==> config.mk <==
export PLATFORM = sky130hd
export DESIGN_NAME = seq_writeback_regfile_flat
export DESIGN_NICKNAME = d
export VERILOG_FILES = /design/src/rtl/seq_writeback_regfile_if.sv /design/src/rtl/seq_writeback_regfile.sv /design/src/flat_wrapper.sv
export SDC_FILE = /design/constraint.sdc
export NUM_CORES = 2
export LEC_CHECK = 0
export CAP_MARGIN = 20
export CORE_AREA = 3 3 438 440
export DETAILED_ROUTE_END_ITERATION = 8
export DIE_AREA = 0 0 441 443
export PLACE_DENSITY_LB_ADDON = 0.1
export SETUP_SLACK_MARGIN = 0.1
export SLEW_MARGIN = 20
export SYNTH_ARGS = -nofsm -noshare
export SYNTH_HDL_FRONTEND = slang
export SYNTH_SLANG_ARGS = --single-unit
==> constraint.sdc <==
create_clock -name clk -period 97.2 [get_ports clk]
set_input_delay 14.58 -clock clk [delete_from_list [all_inputs] [get_ports clk]]
set_output_delay 14.58 -clock clk [all_outputs]
set_load 0.02 [all_outputs]
==> src/rtl/seq_writeback_regfile_if.sv <==
// Commit bus from the SEQ datapath into the writeback stage / register file.
interface seq_writeback_regfile_if #(
  parameter int unsigned WIDTH = 64
);
  logic [3:0]       icode;
  logic [3:0]       rA;
  logic [3:0]       rB;
  logic             cnd;
  logic [WIDTH-1:0] valE;
  logic [WIDTH-1:0] valM;
  logic             hlt;
  logic             invalid_instruction;
  logic             invalid_instruction_address;
  logic             dmem_error;

  modport master (
    output icode, rA, rB, cnd, valE, valM,
           hlt, invalid_instruction, invalid_instruction_address, dmem_error
  );

  modport slave (
    input  icode, rA, rB, cnd, valE, valM,
           hlt, invalid_instruction, invalid_instruction_address, dmem_error
  );
endinterface

==> src/rtl/seq_writeback_regfile.sv <==
// Y86-64 SEQ writeback stage with 15-entry architectural register file and sticky status.
// Optional macro WB_WRITE_COUNT_EN adds a saturating committed-write counter.
module seq_writeback_regfile #(
  parameter int unsigned WIDTH     = 64,
  parameter int unsigned RSP_INDEX = 4
) (
  input  logic             clk,
  input  logic             rst,
  seq_writeback_regfile_if.slave bus,
  output logic [WIDTH-1:0] reg0,
  output logic [WIDTH-1:0] reg1,
  output logic [WIDTH-1:0] reg2,
  output logic [WIDTH-1:0] reg3,
  output logic [WIDTH-1:0] reg4,
  output logic [WIDTH-1:0] reg5,
  output logic [WIDTH-1:0] reg6,
  output logic [WIDTH-1:0] reg7,
  output logic [WIDTH-1:0] reg8,
  output logic [WIDTH-1:0] reg9,
  output logic [WIDTH-1:0] regA,
  output logic [WIDTH-1:0] regB,
  output logic [WIDTH-1:0] regC,
  output logic [WIDTH-1:0] regD,
  output logic [WIDTH-1:0] regE,
  output logic [2:0]       stat,
  output logic             halted,
  output logic [3:0]       dstE,
  output logic [3:0]       dstM
`ifdef WB_WRITE_COUNT_EN
  ,
  output logic [31:0]      write_count
`endif
);

  localparam int unsigned NREGS = 15;
  localparam logic [3:0]  RNONE = 4'hF;

  typedef enum logic [2:0] {
    S_AOK = 3'd1,
    S_HLT = 3'd2,
    S_ADR = 3'd3,
    S_INS = 3'd4
  } stat_t;

  stat_t            state;
  logic [WIDTH-1:0] regs [NREGS];
  logic             any_event;
  logic             commit_ok;
  logic             we_e;
  logic             we_m;

  // Destination decode from the committing instruction
  always_comb begin
    dstE = RNONE;
    dstM = RNONE;
    unique case (bus.icode)
      4'h2:                      dstE = bus.cnd ? bus.rB : RNONE;
      4'h3, 4'h6:                dstE = bus.rB;
      4'h8, 4'h9, 4'hA, 4'hB:    dstE = 4'(RSP_INDEX);
      default:                   dstE = RNONE;
    endcase
    unique case (bus.icode)
      4'h5, 4'hB:                dstM = bus.rA;
      default:                   dstM = RNONE;
    endcase
  end

  // Writes only while AOK and no halt/error is being raised this cycle;
  // a dstE colliding with dstM is dropped so the M write lands alone.
  assign any_event = bus.hlt | bus.invalid_instruction |
                     bus.invalid_instruction_address | bus.dmem_error;
  assign commit_ok = (state == S_AOK) & ~any_event;
  assign we_m      = commit_ok & (dstM != RNONE);
  assign we_e      = commit_ok & (dstE != RNONE) & ~(we_m & (dstE == dstM));

  // Register file storage
  always_ff @(posedge clk or posedge rst) begin
    if (rst) begin
      for (int i = 0; i < int'(NREGS); i++) regs[i] <= '0;
    end else begin
      for (int i = 0; i < int'(NREGS); i++) begin
        if (we_e && dstE == 4'(i)) regs[i] <= bus.valE;
        if (we_m && dstM == 4'(i)) regs[i] <= bus.valM;
      end
    end
  end

  // Sticky status machine; ADR outranks INS outranks HLT
  always_ff @(posedge clk or posedge rst) begin
    if (rst) begin
      state  <= S_AOK;
      halted <= 1'b0;
    end else begin
      unique case (state)
        S_AOK: begin
          if (bus.invalid_instruction_address || bus.dmem_error) begin
            state  <= S_ADR;
            halted <= 1'b1;
          end else if (bus.invalid_instruction) begin
            state  <= S_INS;
            halted <= 1'b1;
          end else if (bus.hlt) begin
            state  <= S_HLT;
            halted <= 1'b1;
          end
        end
        S_HLT, S_ADR, S_INS: begin
          state  <= state;
          halted <= 1'b1;
        end
        default: begin
          state  <= S_AOK;
          halted <= 1'b0;
        end
      endcase
    end
  end

  assign stat = state;

  assign reg0 = regs[0];
  assign reg1 = regs[1];
  assign reg2 = regs[2];
  assign reg3 = regs[3];
  assign reg4 = regs[4];
  assign reg5 = regs[5];
  assign reg6 = regs[6];
  assign reg7 = regs[7];
  assign reg8 = regs[8];
  assign reg9 = regs[9];
  assign regA = regs[10];
  assign regB = regs[11];
  assign regC = regs[12];
  assign regD = regs[13];
  assign regE = regs[14];

`ifdef WB_WRITE_COUNT_EN
  logic [32:0] count_sum;

  assign count_sum = 33'(write_count) + 33'(we_e) + 33'(we_m);

  // Saturating count of register writes that actually land
  always_ff @(posedge clk or posedge rst) begin
    if (rst) begin
      write_count <= '0;
    end else begin
      write_count <= count_sum[32] ? 32'hFFFF_FFFF : count_sum[31:0];
    end
  end
`endif

endmodule
==> src/flat_wrapper.sv <==
// flat-port wrapper written by rule: the top's interface ports become plain ports
module seq_writeback_regfile_flat 
#(
  parameter int unsigned WIDTH     = 64,
  parameter int unsigned RSP_INDEX = 4
)
  (clk, rst, reg0, reg1, reg2, reg3, reg4, reg5, reg6, reg7, reg8, reg9, regA, regB, regC, regD, regE, stat, halted, dstE, dstM, bus_icode, bus_rA, bus_rB, bus_cnd, bus_valE, bus_valM, bus_hlt, bus_invalid_instruction, bus_invalid_instruction_address, bus_dmem_error);
  seq_writeback_regfile_if #(.WIDTH(WIDTH)) bus_i ();
  input  logic clk;
  input  logic rst;
  output logic [WIDTH-1:0] reg0;
  output logic [WIDTH-1:0] reg1;
  output logic [WIDTH-1:0] reg2;
  output logic [WIDTH-1:0] reg3;
  output logic [WIDTH-1:0] reg4;
  output logic [WIDTH-1:0] reg5;
  output logic [WIDTH-1:0] reg6;
  output logic [WIDTH-1:0] reg7;
  output logic [WIDTH-1:0] reg8;
  output logic [WIDTH-1:0] reg9;
  output logic [WIDTH-1:0] regA;
  output logic [WIDTH-1:0] regB;
  output logic [WIDTH-1:0] regC;
  output logic [WIDTH-1:0] regD;
  output logic [WIDTH-1:0] regE;
  output logic [2:0] stat;
  output logic halted;
  output logic [3:0] dstE;
  output logic [3:0] dstM;
  input wire logic [$bits(bus_i.icode)-1:0] bus_icode;
  input wire logic [$bits(bus_i.rA)-1:0] bus_rA;
  input wire logic [$bits(bus_i.rB)-1:0] bus_rB;
  input wire logic [$bits(bus_i.cnd)-1:0] bus_cnd;
  input wire logic [$bits(bus_i.valE)-1:0] bus_valE;
  input wire logic [$bits(bus_i.valM)-1:0] bus_valM;
  input wire logic [$bits(bus_i.hlt)-1:0] bus_hlt;
  input wire logic [$bits(bus_i.invalid_instruction)-1:0] bus_invalid_instruction;
  input wire logic [$bits(bus_i.invalid_instruction_address)-1:0] bus_invalid_instruction_address;
  input wire logic [$bits(bus_i.dmem_error)-1:0] bus_dmem_error;
  assign bus_i.icode = bus_icode;
  assign bus_i.rA = bus_rA;
  assign bus_i.rB = bus_rB;
  assign bus_i.cnd = bus_cnd;
  assign bus_i.valE = bus_valE;
  assign bus_i.valM = bus_valM;
  assign bus_i.hlt = bus_hlt;
  assign bus_i.invalid_instruction = bus_invalid_instruction;
  assign bus_i.invalid_instruction_address = bus_invalid_instruction_address;
  assign bus_i.dmem_error = bus_dmem_error;
  seq_writeback_regfile #(.WIDTH(WIDTH), .RSP_INDEX(RSP_INDEX)) u_core (.clk(clk), .rst(rst), .bus(bus_i), .reg0(reg0), .reg1(reg1), .reg2(reg2), .reg3(reg3), .reg4(reg4), .reg5(reg5), .reg6(reg6), .reg7(reg7), .reg8(reg8), .reg9(reg9), .regA(regA), .regB(regB), .regC(regC), .regD(regD), .regE(regE), .stat(stat), .halted(halted), .dstE(dstE), .dstM(dstM));
endmodule
==> results.md <==
- I/O pin cnt: 1119
- CP Launch Type: input pin
- Min-Delay Path Class: register to register
- Synth top area share: 54.3%
- Fillers: 19600
- Core Region: 188000 sq um
- Syn nets: 4917
- # rows: 159
- Worst-Skew Late Latency: 780 ps
- Post-Syn Area per Cell: 9.30 sq um
- Most used cell, CP: clkdlybuf4s50_1
- CP cell instances: clkdlybuf4s50_1 -> or4bb_1 -> nand2_1 -> nand2b_1 -> clkdlybuf4s50_1
- Slew HR: 22.0%
- Most numerous cell in the Yosys netlist: dfrtp_1
- Worst-path clk slew: 60 ps
- Die area: 195000 sq um
- Root Buffer Master: clkbuf_16
- Resized cells post-CTS: 0
- CTS tree: built
- Via count: 39800
- Period utilisation layout: 32.7%
- Netlist cell types: 46
- Max Freq: 31.4 MHz
- Routed len/inst: 30.4 um
- Tmin final: 31810 ps
- Total power: 924 uW
- Leading area contributor after synthesis: dfrtp_1
- FFs w/ async S/R, synth: 100%
- CTS sink count: 964
- Syn Inst Count: 4770
- Synthesis Warnings: 0
- Status: complete, no violations
- Initial drt markers: 2965
- Residual overflow from global routing: 0
- Crit-path max cell delay: 720 ps
- DR pass1 iterations: 7
- Hpwl dp: 166000 um
- Drt total wl: 249000 um
- Hold Fails Final Rpt: 0
- Die Wd: 441 um
- Multi-input logic area: 18300 sq um
- Slew @ Worst Pin: 1170 ps
- All-Layer GR Usage: 24.7%
- NumNets Final: 5760
- Setup repair bufs after CTS: 0
- Maximum level of the CTS H-tree: 3
- Critical Path End Type: output pin
- Vias in the first global route: 38200
- Synth area leaders: dfrtp_1 (54%), mux2i_1 (13%), nand2_1 (7.1%)
- Layout cell share with drive strength beyond 1: 5.74%
- Setup-failing EPs final: 0
- Area growth syn-to-layout: 38.9%
- Cts hold-fix bufs: 0
- Storage cell area: 24100 sq um
- Synth cell count leaders: dfrtp_1 (963), nand2_1 (835), nor2_1 (781)
- Worst-path fanout max: 13
- Static leakage: 28.2 nW
- Sequential share of the synthesized area: 54.4%
- Mapped Area: 44400 sq um
- Starting Density: 23.6%
- PwrDens: 15.0 nW/um^2
- Max-Cap Viols: 0
- Critical Path AT: 17230 ps
- # DRC: 0
- Setup TNS: 0 ps
- Die H: 443 um
- Max IR drop VDD: 0.0000134 V
- Largest net degree at the start of global routing: 142
- RePlAce Congestion: 0.831
- Inserted Clock Buffers: 119
- Place WS: 65390 ps
- First-pass GRT wire length: 341000 um
- Final ANT Viol Nets: 0
- Skew final: 25.9 ps
- Worst path required time: 82620 ps
- Setup WS post-layout: 65390 ps
- Avg Vias per Cell: 4.85
- Slew Limit Fails: 0
- Port bufs: 1118
- Number of flops mapped to enable cells by yosys: 0
- RSZ-0062 raised after global routing: no
- Initial antenna violation count: 6
- Setup Crit Path Kind: input pin to output pin
- CP max stage cell: clkdlybuf4s50_1
- Main synth FF type: dfrtp_1
- CTS Buffer Depth: 3
- #FFs+latches synth: 964
placed cells by master, fill, tap and decap left out, types with 5 or more instances in the layout:
cell type / instances
and3_4: 7
o21ai_0: 196
nand3_4: 5
clkdlybuf4s50_1: 1117
clkinv_2: 20
o21ai_4: 5
buf_4: 86
bufinv_16: 8
nand2b_1: 6
nor2_1: 780
a31oi_1: 321
inv_1: 6
nor2b_1: 9
mux2i_1: 576
a21oi_2: 10
nand4_1: 7
a21oi_1: 445
clkbuf_8: 35
o22ai_1: 64
clkbuf_1: 30
clkbuf_16: 124
nand2_1: 835
dfrtp_1: 963
path summary, 6_finish.rpt:
kind / start / endpoint / slack [ps] / cells after the start
worst max-delay path: bus_icode[2] / dstM[1] / 65390 / 5
worst min-delay path: u_core.regA[12] / u_core.regA[12] / 530 / 2
worst max register to register: u_core.stat[0] / u_core.reg8[23] / 92720 / 7
worst min register to register: u_core.regA[12] / u_core.regA[12] / 530 / 2
max in group asynchronous: rst / u_core.reg0[63] / 79340 / 6
min in group asynchronous: rst / u_core.reg1[38] / 14310 / 2
power breakdown:
part           switching, mW  leakage, nW  internal, mW
logic                 0.0371         12.8        0.0125
clock network          0.192         2.02         0.280
registers           0.000759         13.5         0.403
total                  0.230         28.2         0.695
final cells by class:
type | instances | share of cell area, %
clock buffer | 189 | 6.00
multi-input combinational | 3313 | 29.8
clock inverter | 32 | 0.619
tap | 2495 | 5.07
antenna | 1 | 0.00406
timing repair buffer | 1208 | 19.4
sequential | 964 | 39.1
inverter | 7 | 0.0548
stage by stage:
stage	cells	hold slack [ps]	util, %	instance area [sq um]
6_report	8209	527	32.8	61600
5_1_grt	8208	542	32.8	61600
4_1_cts	8205	526	32.7	61600
3_5_place_dp	7984	512	30.6	57500
3_3_place_gp	7984	509	30.6	57500
2_1_floorplan	4770	604	-	44400
sequential cells by signal, summed over array words and instances, names as in the netlist:
signal,cells
u_core.halted,1
u_core.reg0,64
u_core.reg1,64
u_core.reg2,64
u_core.reg3,64
u_core.reg4,64
u_core.reg5,64
u_core.reg6,64
u_core.reg7,64
u_core.reg8,64
u_core.reg9,64
u_core.regA,64
u_core.regB,64
u_core.regC,64
u_core.regD,64
u_core.regE,64
u_core.stat,3
layer usage:
metal | track usage, % | wire length [um] | vias to the layer above
li1 | - | - | 17900
met1 | 30.0 | 100000 | 20200
met2 | 41.7 | 121000 | 1434
met3 | 5.76 | 16400 | 303
met4 | 10.7 | 11900 | 0
met5 | 0 | 0 | -
logic make-up (layout without fill, tap and decap cells):
group	Yosys count	count (layout)	synth area share [%]
DFF	964	964	54.4
other	0	1	0
xor gates and xnor gates	1	1	0.0197
buffers and inverters	493	1436	4.80
and+or+nand+nor	1680	1680	14.6
muxes	576	576	13.0
AOI/OAI and AO/OA	1056	1056	13.2
worst max-delay path, delay by kind of cell:
kind                   cells  cell delay, ps
AND/OR/NAND/NOR            3            1340
buffers and inverters      2            1300
Note: power is estimated with default switching activity, not from simulation.
